===== src/rtl/bcd_sseg_mux.sv =====
// ---------------------------------------------------------------------------
// bcd_sseg_mux
//
// Captures N_DIGITS packed BCD digits on a load strobe and time-multiplexes
// them onto one common-anode seven-segment display, one digit at a time.
// Each digit stays lit for REFRESH_DIV clock cycles. All display outputs are
// registered, one stage after the scan index and snapshot.
//
// Optional build macro: LEADING_ZERO_BLANK_EN
//   defined   - zero digits with only zeros above them are blanked
//               (digit 0 is never blanked); anodes keep cycling normally
//   undefined - every digit is decoded, zeros are shown as "0"
//
// Ports:
//   clk        in   system clock, rising edge
//   reset_n    in   asynchronous active-low reset
//   load       in   capture bcd_in / dp_in into the snapshot
//   bcd_in     in   [4*N_DIGITS] packed BCD, digit 0 in bits [3:0] (rightmost)
//   dp_in      in   [N_DIGITS] decimal point request per digit, active high
//   an         out  [N_DIGITS] anode enables, active low, one-hot-low
//   sseg       out  [7] segments {g,f,e,d,c,b,a}, active low
//   dp         out  decimal point segment, active low
//   digit_idx  out  [clog2(N_DIGITS)] index of the digit being shown
// ---------------------------------------------------------------------------
module bcd_sseg_mux #(
    parameter int N_DIGITS    = 4,
    parameter int REFRESH_DIV = 50000
) (
    input  logic                        clk,
    input  logic                        reset_n,
    input  logic                        load,
    input  logic [4*N_DIGITS-1:0]       bcd_in,
    input  logic [N_DIGITS-1:0]         dp_in,
    output logic [N_DIGITS-1:0]         an,
    output logic [6:0]                  sseg,
    output logic                        dp,
    output logic [$clog2(N_DIGITS)-1:0] digit_idx
);

    localparam int IDX_W = $clog2(N_DIGITS);
    localparam int CNT_W = $clog2(REFRESH_DIV);

    logic [4*N_DIGITS-1:0] r_snap;
    logic [N_DIGITS-1:0]   r_dp_snap;
    logic [CNT_W-1:0]      r_cnt;
    logic [IDX_W-1:0]      r_idx;

    logic [N_DIGITS-1:0]   r_an;
    logic [6:0]            r_sseg;
    logic                  r_dp;
    logic [IDX_W-1:0]      r_digit_idx;

    logic                  w_tick;
    logic [3:0]            w_digit;
    logic [6:0]            w_seg_dec;
    logic [6:0]            w_seg;
    logic [N_DIGITS-1:0]   w_an;

    assign w_tick  = (r_cnt == CNT_W'(REFRESH_DIV - 1));
    assign w_digit = 4'(r_snap >> {r_idx, 2'b00});
    assign w_an    = ~({{(N_DIGITS-1){1'b0}}, 1'b1} << r_idx);

    always_comb begin
        w_seg_dec = 7'b0111111;
        case (w_digit)
            4'd0:    w_seg_dec = 7'b1000000;
            4'd1:    w_seg_dec = 7'b1111001;
            4'd2:    w_seg_dec = 7'b0100100;
            4'd3:    w_seg_dec = 7'b0110000;
            4'd4:    w_seg_dec = 7'b0011001;
            4'd5:    w_seg_dec = 7'b0010010;
            4'd6:    w_seg_dec = 7'b0000010;
            4'd7:    w_seg_dec = 7'b1111000;
            4'd8:    w_seg_dec = 7'b0000000;
            4'd9:    w_seg_dec = 7'b0010000;
            default: w_seg_dec = 7'b0111111;
        endcase
    end

`ifdef LEADING_ZERO_BLANK_EN
    // Shifting the snapshot down by the current index leaves this digit and
    // everything more significant; all-zero means it is a leading zero.
    logic w_blank;
    assign w_blank = (r_idx != '0) && ((r_snap >> {r_idx, 2'b00}) == '0);
    assign w_seg   = w_blank ? 7'b1111111 : w_seg_dec;
`else
    assign w_seg   = w_seg_dec;
`endif

    // Snapshot, refresh counter and scan index
    always_ff @(posedge clk or negedge reset_n) begin
        if (!reset_n) begin
            r_snap    <= '0;
            r_dp_snap <= '0;
            r_cnt     <= '0;
            r_idx     <= '0;
        end else begin
            if (load) begin
                r_snap    <= bcd_in;
                r_dp_snap <= dp_in;
            end
            if (w_tick) begin
                r_cnt <= '0;
                if (r_idx == IDX_W'(N_DIGITS - 1))
                    r_idx <= '0;
                else
                    r_idx <= r_idx + IDX_W'(1);
            end else begin
                r_cnt <= r_cnt + CNT_W'(1);
            end
        end
    end

    // Output register stage: reflects index and snapshot after the previous edge
    always_ff @(posedge clk or negedge reset_n) begin
        if (!reset_n) begin
            r_an        <= '1;
            r_sseg      <= 7'h7F;
            r_dp        <= 1'b1;
            r_digit_idx <= '0;
        end else begin
            r_an        <= w_an;
            r_sseg      <= w_seg;
            r_dp        <= ~r_dp_snap[r_idx];
            r_digit_idx <= r_idx;
        end
    end

    assign an        = r_an;
    assign sseg      = r_sseg;
    assign dp        = r_dp;
    assign digit_idx = r_digit_idx;

endmodule

===== config.mk =====
export PLATFORM = sky130hd
export DESIGN_NAME = bcd_sseg_mux
export DESIGN_NICKNAME = d
export VERILOG_FILES = /design/src/rtl/bcd_sseg_mux.sv
export SDC_FILE = /design/constraint.sdc
export NUM_CORES = 1
export LEC_CHECK = 0
export ABC_AREA = 1
export BUFFER_PORTS_ARGS = -buffer_cell sky130_fd_sc_hd__buf_2
export CAP_MARGIN = 15
export CORE_ASPECT_RATIO = 0.7
export CORE_MARGIN = 3
export CORE_UTILIZATION = 45
export CTS_CLUSTER_SIZE = 8
export DETAILED_ROUTE_END_ITERATION = 8
export PLACE_DENSITY_LB_ADDON = 0.3
export SLEW_MARGIN = 10
export SYNTH_ARGS = -nofsm -noshare
export SYNTH_HDL_FRONTEND = slang
export SYNTH_SLANG_ARGS = --single-unit

===== constraint.sdc =====
create_clock -name clk -period 2 [get_ports clk]
set_input_delay 0.4 -clock clk [delete_from_list [all_inputs] [get_ports clk]]
set_output_delay 0.4 -clock clk [all_outputs]
set_load 0.02 [all_outputs]

* Yosys cells after proc, flatten, opt, wreduce, memory -nomap -nowiden
Memories as Yosys holds them, arrays and structs flattened. A register that Yosys moved wholly into a read port is not among the register bits. Index checks and enable logic that the tools add are counted.
Word-level totals: flip-flop bits (word level) 45, ROM bits 112, input port bits 23, logic and storage cells 22, memories 1
Memories:
- (name not given) | depth 16, width 7, read ports 1, clocked after memory_dff 1, write ports 0, RTL line 65 | case (w_digit)
Operators by class: add/sub/neg operators 2, magnitude comparators 1, eq/ne operators 2, shift operators 2, multiplexer cells 4, bitwise gates (word level) 2, reductions and logical operators 1
Operators with widths (number):
- $add 16x1->16 const B | 1
- $eq 16x16->1 const B | 1
- $mux 16 | 1
- $shr 16x4->4 | 1
- $not 4->4 | 1
- $shl 1x2->4 const A | 1
- $lt 2x3->1 const B | 1
- $add 2x1->2 const B | 1
- $bmux 1 s2 | 1
- $eq 2x2->1 const B | 1
- $mux 2 | 1
- $logic_not 1->1 | 1
- $mux 1 | 1
- $not 1->1 | 1

* Longest topological paths before layout
Gate-level depths: netlist (run 1).
depth in word-level cells 3, gate-level depth with buffers 11, depth with buffers taken out 10

* Worst setup path before layout (run 1)
Ideal clock, no wire load.
path kind register to register, start register r_idx[0], end register r_sseg[5], in the netlist sseg[5], setup time 0.076 ns, arrival time 1.397 ns, required time 1.924 ns, path slack 0.527 ns, cell stages (with the launch flop) 11, clock period less this slack 1.473 ns, path through dfrtp_1 > inv_2 > buf_6 > nand2_1 > nand3_1 > nand2_2 > inv_1 > ha_1 > nand3b_1 > nand3_1 > nand2_1
On the way: cells in the longest elaborated chain, start to end 1
RTL lines:
- start: declaration | RTL line 46 | logic [IDX_W-1:0] r_idx;
- start signal: assignment | RTL line 107 | r_idx <= r_idx + IDX_W'(1);
- $shr 16x4->4 | RTL line 60 | assign w_digit = 4'(r_snap >> {r_idx, 2'b00});
- end: declaration | RTL line 49 | logic [6:0] r_sseg;
No other way between the ends. A chain may end at the register's enable or synchronous reset.

* Final worst setup path (run 1)
start register r_idx[1], end register r_sseg[5], in the netlist sseg[5]
Same word-level chain as after synthesis.

==> results of run 1 <==
## cells in the mapped netlist, types with 2 or more instances
cell type                  instances  area, µm²
sky130_fd_sc_hd__buf_2             2       10.0
sky130_fd_sc_hd__dfstp_2          12        315
sky130_fd_sc_hd__nand3_1          20        100
sky130_fd_sc_hd__nand2_4           4       45.0
sky130_fd_sc_hd__nand3b_1          2       15.0
sky130_fd_sc_hd__nand3_4           2       35.0
sky130_fd_sc_hd__a21oi_1           2       10.0
sky130_fd_sc_hd__nand4_1           2       12.5
sky130_fd_sc_hd__inv_1            29        109
sky130_fd_sc_hd__nand2_1          64        240
sky130_fd_sc_hd__nor2_1           32        120
sky130_fd_sc_hd__dfrtp_1          40       1000
sky130_fd_sc_hd__buf_6             2       22.5
sky130_fd_sc_hd__o21ai_0           7       35.0
sky130_fd_sc_hd__ha_1             11        138
sky130_fd_sc_hd__mux2_2           15        169
sky130_fd_sc_hd__inv_2             3       11.3
sky130_fd_sc_hd__xor2_1            9       78.8
## power by group
group          internal, mW  switching [mW]  leakage (nW)
Combinational         0.109           0.159         0.751
Sequential             1.13          0.0311         0.627
Clock                 0.244           0.313        0.0399
## through the flow
step,utilization [%],area (µm²)
after floorplan,-,2550
after global placement,52.7,2820
after detailed placement,52.7,2820
after CTS,54.4,2910
after global routing,54.4,2910
final,54.4,2910
## state kept, by name, summed over array words and instances, names as in the netlist
signal     cells
r_cnt         16
r_snap        16
sseg           7
an             4
r_dp_snap      4
digit_idx      2
r_idx          2
dp             1
## placed cells by master (no fill, tap or decap), drive strengths merged
| cell type | n |
|---|---|
| dlygate4sd3 | 1 |
| nand4 | 2 |
| ha | 11 |
| o21ai | 9 |
| xor2 | 9 |
| nor2 | 33 |
| nand3b | 2 |
| a21oi | 3 |
| dfstp | 12 |
| clkinv | 1 |
| mux2 | 15 |
| a22oi | 1 |
| xnor2 | 1 |
| dfrtp | 40 |
| clkbuf | 7 |
| inv | 33 |
| buf | 39 |
| nand2 | 69 |
| nand3 | 23 |
## cell families (layout without fill, tap and decap cells)
group                      after synthesis  in the layout
and+or+nand+nor                        129            129
adders and majority gates               11             11
muxes                                   15             15
DFF                                     52             52
xor gates and xnor gates                10             10
AOI/OAI and AO/OA                       13             13
buffers and inverters                   38             81
## layer usage
metal	up-vias	wire length, µm
met3	7	314
li1	922	-
met5	-	0
met1	865	2730
met4	0	67
met2	47	1920
## worst max-delay path by stage
stage                   from       to  slack (ps)  cells past startpoint
floorplan           r_idx[0]  sseg[5]         530                     10
global placement    r_idx[1]  sseg[5]         420                      8
detailed placement  r_idx[1]  sseg[5]         370                      8
CTS                 r_idx[1]  sseg[5]         350                      8
global route        r_idx[0]  sseg[5]         160                      9
finish              r_idx[1]  sseg[5]         340                      8
## critical path, stage by stage (launching register included)
cell	delay, ps
sky130_fd_sc_hd__dfrtp_1	530
sky130_fd_sc_hd__inv_2	220
sky130_fd_sc_hd__nand3_1	110
sky130_fd_sc_hd__nand2_2	150
sky130_fd_sc_hd__inv_1	100
sky130_fd_sc_hd__ha_1	200
sky130_fd_sc_hd__nand3b_1	150
sky130_fd_sc_hd__nand3_1	80
sky130_fd_sc_hd__nand2_1	50
## final cells by class
type | count | area, µm² | area share [%]
Inverter | 33 | 126 | 4.35
Tap cell | 72 | 90.1 | 3.10
Multi-Input combinational cell | 178 | 1070 | 36.7
Sequential cell | 52 | 1320 | 45.3
Clock buffer | 7 | 76.3 | 2.63
Timing Repair Buffer | 40 | 225 | 7.75
Clock inverter | 1 | 3.75 | 0.129
==> flow_summary_export.csv, run 1 <==
group,metric,value,unit
setup_path,timing.setup.critical_path_class,"flop to flop",
power_and_ir_drop,total_power,1.99,mW
clock_tree,holdBufCountCts,1,
clock_tree,clk_pin_slew,90,ps
synthesis,async_reset_ff_share,100,%
clock_tree,cts-resized-gates,0,
worst_hold_path,worstHoldStart,"dp_in[1]",
sta,fin_hold_ws,317,ps
synthesis,synth-seq-cells,52,
global_route,grt_start_max_net_pins,27,
drt,wirelength,5030,µm
setup_path,start_kind,"flop",
global_route,groute.layer.met1.usage,27.9,%
synthesis,netlist_instances,268,
floorplan,core-area,5340,µm²
synthesis,synth_xor_area_share,3.44,%
synthesis,synth_enable_flop_cells,0,
clock_tree,h-tree-depth,2,
global_route,first_pass_grt_wire_length,8610,µm
synthesis,largest_family_of_logic_cells_by_synthesized_area,"simple AND/OR/NAND/NOR gates",
drt,residual_antenna_violating_net_count_after_detailed_routing,0,
sta,min_period_over_period,82.9,%
sta,fin_skew,9.15,ps
floorplan,start_util,47.7,%
worst_hold_path,hold_class,"input port to flop",
drt,first_pass_iters,4,
power_and_ir_drop,ir_drop,341,µV
global_route,globalRouteMet2Util,22.9,%
setup_path,r2r-start,"r_idx[1]",
setup_path,worstSetupEndpointType,"flop",
cells_and_area,instances_no_fill,383,
synthesis,synth_sequential_area_ratio,51.7,%
floorplan,row_count,22,
global_route,grt-ovfl-total,0,
cells_and_area,insertedDiodeCount,0,
power_and_ir_drop,power-per-cell-area,685,nW/µm²
worst_hold_path,worstHoldPathCells,3,
drt,detail_route.drc_violations,0,
setup_path,crit_arrival,1890,ps
outcome,status,"finished, final reports clean",
placement,portBuffers,36,
worst_hold_path,worst_hold_path_ep,"r_dp_snap[1]",
setup_path,regToRegEndpoint,"sseg[5]",
synthesis,synth_ff_type,"sky130_fd_sc_hd__dfrtp_1",
global_route,antenna_found_initial,0,
drt,vias,1841,
floorplan,chipWidth,95.9,µm
clock_tree,cts_root_buffer,"sky130_fd_sc_hd__clkbuf_8",
synthesis,avg_inst_size_synth,9.50,µm²
floorplan,die_area,6610,µm²
global_route,track_usage,17.2,%
placement,placement.setup.worst_slack,369,ps
drt,wl_per_cell,13.1,µm
floorplan,number_of_primary_i_o_pins,37,
global_route,grtUsageMet3,2.93,%
synthesis,netlist_area,2550,µm²
sta,achievable-frequency,603,MHz
sta,report.final.setup_viol,0,
sta,setup_ws,342,ps
drt,drt-vias-per-instance,4.81,
synthesis,synth_compound_gate_area_share,3.24,%
setup_path,reg2reg_setup_slack,340,ps
cells_and_area,flow.area_growth_from_synthesis,14.1,%
synthesis,post_synth_mux_area_share,6.63,%
clock_tree,cts_made_buffers,5,
run,number_of_maximum_capacitance_violations,0,
placement,numPlacedInstances,374,
drt,drtIter0Drc,131,
clock_tree,tritoncts,"built",
sta,final_number_of_max_transition_violations,0,
power_and_ir_drop,power.leakage,1.42,nW
placement,hpwlAfterDp,4020,µm
synthesis,synth_simple_gate_area_share,23.2,%
setup_path,worst-path-max-fanout,10,
cells_and_area,finish.net_count,344,
synthesis,synthAdderAreaFrac,5.41,%
sta,slew_headroom,68.4,%
clock_tree,worst_skew_pair.late_latency,300,ps
cells_and_area,drive_gt1_share,27.7,%
clock_tree,setup_repair_bufs_after_cts,0,
synthesis,synth_warnings,0,
floorplan,die_h,68.9,µm
sta,hold_viol_final,0,
sta,rsz0062_at_grt,"false",
setup_path,reg2reg_depth,8,
synthesis,synth_cell_types,28,
clock_tree,clock-sinks,52,
sta,timing_worst_slew_pin_value,473,ps
sta,summed_negative_setup_slack_over_all_endpoints,0,ps
synthesis,syn_nets,302,
sta,final.min_clock_period,1660,ps
cells_and_area,num-fill-cells,490,
setup_path,timing.critical_path.required,2230,ps
placement,gp_congestion,0.884,
global_route,grt_pass1_vias,1707,
global_route,global_route.peak_usage_layer,"met1",
clock_tree,clockBufferDepth,2,
Power figures use the tool's default switching activity.
==> run 2, diff against run 1 <==
==> constraint.sdc (replaced) <==
create_clock -name clk -period 1.55 [get_ports clk]
set_input_delay 0.31 -clock clk [delete_from_list [all_inputs] [get_ports clk]]
set_output_delay 0.31 -clock clk [all_outputs]
set_load 0.02 [all_outputs]
==> run 2 against run 1 <==
  * Design area is 2.5% higher
  * First-iteration DRC count is 28% lower
  * Utilization is 1.4 points higher
  * Routed wire length is 9.1% lower
  * Combinational power is 28% higher
  * Register-to-register slack worse by 240 ps
  * Worst hold slack worse by 100 ps
  * Largest cell class unchanged
  * Highest routed layer unchanged
==> flow_summary_export.csv, run 2 (same netlist as run 1, synthesis figures left out) <==
group,metric,value,unit
sta,setup_ws,103,ps
global_route,grt_pass1_vias,1597,
cells_and_area,flow.area_growth_from_synthesis,17.0,%
global_route,grtUsageMet3,4.23,%
setup_path,critical_path.endpoint,"sseg[5]",
drt,residual_antenna_violating_net_count_after_detailed_routing,0,
cells_and_area,finish.net_count,351,
global_route,globalRouteMet2Util,19.3,%
placement,hpwlAfterDp,3550,µm
setup_path,regToRegEndpoint,"sseg[5]",
setup_path,startpoint,"r_idx[0]",
floorplan,core-area,5340,µm²
placement,placement.setup.worst_slack,38.7,ps
cells_and_area,num-fill-cells,487,
clock_tree,clk_pin_slew,100,ps
power_and_ir_drop,power.share.clock,29.0,%
setup_path,r2r-start,"r_idx[0]",
outcome,status,"finished, final reports clean",
clock_tree,worst_skew_pair.late_latency,300,ps
global_route,global_route.peak_usage_layer,"met1",
cells_and_area,instances_no_fill,390,
drt,first_pass_iters,4,
setup_path,crit_cells,9,
worst_hold_path,worstHoldStart,"bcd_in[11]",
cells_and_area,commonest_cells_after_routing_fill_and_taps_aside,"sky130_fd_sc_hd__nand2_1, sky130_fd_sc_hd__dfrtp_1, sky130_fd_sc_hd__buf_2, sky130_fd_sc_hd__nor2_1, sky130_fd_sc_hd__inv_1",
floorplan,number_of_primary_i_o_pins,37,
setup_path,worstSetupEndpointType,"flop",
floorplan,die_h,68.9,µm
sta,slew_headroom,73.3,%
placement,gp_congestion,0.873,
power_and_ir_drop,ir_drop,552,µV
floorplan,row_count,22,
sta,final.min_clock_period,1450,ps
placement,numPlacedInstances,380,
sta,timing_worst_slew_pin_value,400,ps
setup_path,crit_buf_inv,2,
setup_path,critical_path.top_delay_family,"simple AND/OR/NAND/NOR gates",
drt,wl_per_cell,11.7,µm
cells_and_area,mostFrequentLayoutCell,"sky130_fd_sc_hd__nand2_1",
drt,detail_route.drc_violations,0,
sta,min_period_over_period,93.3,%
drt,drt-vias-per-instance,4.63,
power_and_ir_drop,power-per-cell-area,869,nW/µm²
setup_path,timing.critical_path.required,1790,ps
run,number_of_maximum_capacitance_violations,0,
cells_and_area,insertedDiodeCount,0,
floorplan,start_util,47.7,%
sta,final_number_of_max_transition_violations,0,
placement,portBuffers,36,
floorplan,die_area,6610,µm²
drt,drtIter0Drc,94,
power_and_ir_drop,seq_power_share,57.8,%
global_route,groute.layer.met1.usage,25.3,%
sta,hold_viol_final,0,
sta,fin_hold_ws,215,ps
sta,report.final.setup_viol,0,
global_route,antenna_found_initial,0,
setup_path,slowest_cell_on_the_critical_path,"sky130_fd_sc_hd__dfrtp_2",
clock_tree,tritoncts,"built",
global_route,track_usage,15.4,%
clock_tree,cts_made_buffers,5,
sta,achievable-frequency,691,MHz
drt,vias,1805,
floorplan,chipWidth,95.9,µm
power_and_ir_drop,p_int,1.91,mW
setup_path,crit_arrival,1690,ps
clock_tree,clockBufferDepth,2,
clock_tree,clock-sinks,52,
setup_path,worst-path-max-fanout,7,
global_route,grt_start_max_net_pins,36,
setup_path,reg2reg_setup_slack,100,ps
power_and_ir_drop,sw_frac_of_total,26.1,%
power_and_ir_drop,total_power,2.59,mW
cells_and_area,final_core_util,55.8,%
power_and_ir_drop,power.leakage,1.45,nW
worst_hold_path,hold_class,"input port to flop",
drt,wirelength,4570,µm
global_route,grt-ovfl-total,0,
power_and_ir_drop,total_switching_power,0.675,mW
clock_tree,h-tree-depth,2,
setup_path,reg2reg_depth,9,
global_route,first_pass_grt_wire_length,7760,µm
sta,fin_skew,6.23,ps
power_and_ir_drop,combPwrFrac,13.2,%
setup_path,start_kind,"flop",
setup_path,timing.setup.critical_path_class,"flop to flop",
setup_path,cp_cell_sequence,"inv_4, nand2_1, nand3_1, nand2_2, inv_1, ha_1, nand3b_1, nand3_1, nand2_1",
cells_and_area,drive_gt1_share,31.1,%
clock_tree,cts_root_buffer,"sky130_fd_sc_hd__clkbuf_8",
setup_path,critical_path.max_stage_delay,450,ps
[run 2: per-stage QoR]
stage | TNS (ps) | cell area, µm²
floorplan | 0 | 2550
global placement | 0 | 2860
detailed placement | 0 | 2860
CTS | 0 | 2960
global route | -7.45 | 2980
finish | 0 | 2980
[run 2: final cells by class]
class                   instances  area (µm²)  share of cell area, %
clock inverters                 3        18.8                  0.630
multi-input cells             178        1080                   36.2
repair buffers                 47         278                   9.32
clock buffers                   5        68.8                   2.31
inverters                      33         129                   4.33
well taps                      72        90.1                   3.02
flip-flops and latches         52        1320                   44.2
[run 2: metal layers]
layer	wire, µm	part of all wire, %
met5	0	0
met4	57	1.2
met3	299	6.5
met2	1620	35
met1	2590	57
[run 2: repair_timing]
action	in CTS	in global routing
gates resized for setup	0	6
setup endpoints to repair	0	8
hold endpoints to repair	10	0
hold buffers	1	0
buffers inserted	0	1
[run 2: worst register-to-register path: cells and delay by family, from the launching register on]
kind	cells	cell delay (ps)
flip-flops	1	450
buffers and inverters	2	160
adder cells (fa/ha/maj)	1	200
AND/OR/NAND/NOR	6	570
[run 2: worst min path at each step]
stage	to	slack [ps]	cells after the start
final	r_snap[11]	210	3
after floorplan	digit_idx[0]	10	0
after global placement	r_dp_snap[3]	260	1
after CTS	r_snap[11]	210	3
after detailed placement	r_dp_snap[3]	260	1
after global routing	r_snap[11]	210	3
[run 2: power by group through the flow]
stage	Sequential (mW)	Clock [mW]	Combinational [mW]
after floorplan	1.56	0	0.178
after global placement	1.52	0	0.338
after detailed placement	1.52	0	0.343
after CTS	1.50	0.773	0.346
after global routing	1.51	0.837	0.387
final	1.50	0.751	0.343
==> run 3, diff against run 2 <==
--- a/config.mk
+++ b/config.mk
@@ -8,9 +8,11 @@
 export ABC_AREA = 1
 export BUFFER_PORTS_ARGS = -buffer_cell sky130_fd_sc_hd__buf_2
 export CAP_MARGIN = 15
+export CELL_PAD_IN_SITES_DETAIL_PLACEMENT = 0
+export CELL_PAD_IN_SITES_GLOBAL_PLACEMENT = 1
 export CORE_ASPECT_RATIO = 0.7
 export CORE_MARGIN = 3
-export CORE_UTILIZATION = 45
+export CORE_UTILIZATION = 39
 export CTS_CLUSTER_SIZE = 8
 export DETAILED_ROUTE_END_ITERATION = 8
 export PLACE_DENSITY_LB_ADDON = 0.3
==> constraint.sdc (replaced) <==
create_clock -name clk -period 1.3 [get_ports clk]
set_input_delay 0.26 -clock clk [delete_from_list [all_inputs] [get_ports clk]]
set_output_delay 0.26 -clock clk [all_outputs]
set_load 0.02 [all_outputs]
==> run 3 against run 2 <==
  * Critical endpoint is now sseg[3]
  * Combinational power grew 37%
  * Clock skew grew 4.7 ps
  * Sequential share of layout area is 3.7 points lower
  * The flow now finishes with violations (setup timing)
  * Routed wire length grew 17%
  * Final cell count up 3.1%
  * Design area up 9.6%
  * Worst setup slack worse by 180 ps
  * Largest cell class unchanged
  * Via count increased by 3.0%
  * Power grew 29%
  * Global-route usage up 0.080 points
  * Count of clock-buffer cells in the layout rose by 1
==> flow_summary_export.csv, run 3 (same netlist as run 1, synthesis figures left out) <==
group,metric,value,unit
outcome,status,"finished with violations",
outcome,failed_checks,"setup timing",
power_and_ir_drop,p_int,2.51,mW
global_route,track_usage,15.5,%
drt,vias,1860,
worst_hold_path,hold_class,"input port to flop",
floorplan,row_count,23,
global_route,grt_start_max_net_pins,53,
floorplan,die_h,73.6,µm
drt,first_pass_iters,4,
floorplan,die_area,7550,µm²
drt,wirelength,5370,µm
power_and_ir_drop,ir_drop,366,µV
power_and_ir_drop,total_power,3.34,mW
floorplan,core-area,6010,µm²
setup_path,timing.setup.critical_path_class,"flop to flop",
run,number_of_maximum_capacitance_violations,0,
clock_tree,tritoncts,"built",
placement,gp_congestion,0.933,
cells_and_area,commonest_cells_after_routing_fill_and_taps_aside,"sky130_fd_sc_hd__nand2_1, sky130_fd_sc_hd__dfrtp_1, sky130_fd_sc_hd__buf_2, sky130_fd_sc_hd__inv_1, sky130_fd_sc_hd__nor2_1",
cells_and_area,finish.net_count,360,
placement,portBuffers,36,
drt,drtIter0Drc,51,
sta,slew_headroom,72.0,%
setup_path,crit_buf_inv,1,
cells_and_area,drive_gt1_share,44.3,%
cells_and_area,flow.area_growth_from_synthesis,28.2,%
power_and_ir_drop,combPwrFrac,14.1,%
power_and_ir_drop,power-per-cell-area,1020,nW/µm²
sta,report.final.setup_viol,7,
sta,min_period_over_period,106,%
cells_and_area,instances_no_fill,402,
sta,final.min_clock_period,1380,ps
power_and_ir_drop,power.share.clock,32.4,%
clock_tree,worst_skew_pair.late_latency,300,ps
drt,detail_route.drc_violations,0,
power_and_ir_drop,power.leakage,1.55,nW
sta,fin_skew,10.9,ps
clock_tree,cts_root_buffer,"sky130_fd_sc_hd__clkbuf_8",
global_route,grt-ovfl-total,0,
cells_and_area,insertedDiodeCount,0,
clock_tree,clock-sinks,52,
sta,timing_worst_slew_pin_value,419,ps
setup_path,critical_path.top_delay_family,"flip-flops",
power_and_ir_drop,sw_frac_of_total,24.8,%
cells_and_area,layout.cell_area.non_filler,3260,µm²
cells_and_area,final_core_util,54.3,%
floorplan,number_of_primary_i_o_pins,37,
setup_path,cpMostUsedCell,"sky130_fd_sc_hd__nand3_2",
setup_path,crit_arrival,1610,ps
placement,hpwlAfterDp,3870,µm
setup_path,cp_cell_sequence,"inv_4, nand2_2, nand3_2, nand2_4, ha_4, nand3_2, nand3_2, nand2_1",
placement,placedInstanceArea,2940,µm²
clock_tree,clk_pin_slew,90,ps
sta,hold_viol_final,0,
placement,numPlacedInstances,389,
sta,setup_ws,-76.0,ps
global_route,antenna_found_initial,0,
sta,rsz0062_at_grt,"true",
global_route,first_pass_grt_wire_length,9090,µm
power_and_ir_drop,total_switching_power,0.828,mW
setup_path,slowest_cell_on_the_critical_path,"sky130_fd_sc_hd__dfrtp_2",
drt,wl_per_cell,13.4,µm
floorplan,chipWidth,103,µm
drt,residual_antenna_violating_net_count_after_detailed_routing,0,
clock_tree,clockBufferDepth,2,
clock_tree,cts_made_buffers,5,
sta,summed_negative_setup_slack_over_all_endpoints,-348,ps
global_route,grt_pass1_vias,1848,
setup_path,reg2reg_setup_slack,-80,ps
clock_tree,h-tree-depth,2,
floorplan,start_util,42.3,%
setup_path,start_kind,"flop",
cells_and_area,mostFrequentLayoutCell,"sky130_fd_sc_hd__nand2_1",
placement,placement.setup.worst_slack,-114,ps
drt,drt-vias-per-instance,4.63,
sta,final_number_of_max_transition_violations,0,
power_and_ir_drop,seq_power_share,53.5,%
setup_path,critical_path.max_stage_delay,470,ps
setup_path,worst-path-max-fanout,7,
sta,achievable-frequency,727,MHz
setup_path,worstSetupEndpointType,"flop",
setup_path,timing.critical_path.required,1540,ps
sta,fin_hold_ws,176,ps
-- run 3: cell count changes in the layout (fill, tap and decap cells not counted), sizes merged --
cell	change
buf	+9
bufinv	+1
clkbuf	+1
clkinvlp	-2
-- run 3: worst paths after layout --
path	from	end	depth (start not counted)
worst max register to register	r_idx[0]	sseg[3]	8
worst max-delay path	r_idx[0]	sseg[3]	8
min in group asynchronous	reset_n	r_cnt[5]	3
max in group asynchronous	reset_n	sseg[5]	3
worst min register to register	r_dp_snap[1]	dp	3
worst min-delay path	bcd_in[11]	r_snap[11]	3
-- run 3: worst min-delay path, stage by stage --
cell	delay, ps
sky130_fd_sc_hd__buf_2	80
sky130_fd_sc_hd__nand2_1	40
sky130_fd_sc_hd__o21ai_0	60
-- run 3: what timing repair did --
action                                  CTS  global route
endpoints found under the setup margin   15            21
buffers inserted                          2             2
gates resized for setup                  19            34
endpoints found under the hold margin    40             0
hold buffers                              1             0
pin swaps                                 6            21
-- run 3: cell type report --
| type | count | area [µm²] |
|---|---|---|
| fillers | 561 | 2750 |
| flip-flops and latches | 52 | 1320 |
| multi-input cells | 178 | 1250 |
| repair buffers | 56 | 349 |
| inverters | 33 | 141 |
| well taps | 75 | 93.8 |
| clock buffers | 6 | 72.6 |
| clock inverters | 2 | 35.0 |
-- run 3: metal layers --
layer  up-vias  track usage [%]  share of wire (%)
met1       875             24.8                 54
met5         -                0                  0
li1        957                -                  -
met4         0             3.35               0.45
met3         2             3.61                3.5
met2        26             21.0                 42
-- run 3: power by group through the flow --
stage               combinational, mW  clock, mW  sequential (mW)
finish                          0.470       1.08             1.79
global route                    0.525       1.19             1.80
CTS                             0.462       1.13             1.79
detailed placement              0.434          0             1.82
global placement                0.429          0             1.81
floorplan                       0.224          0             1.86
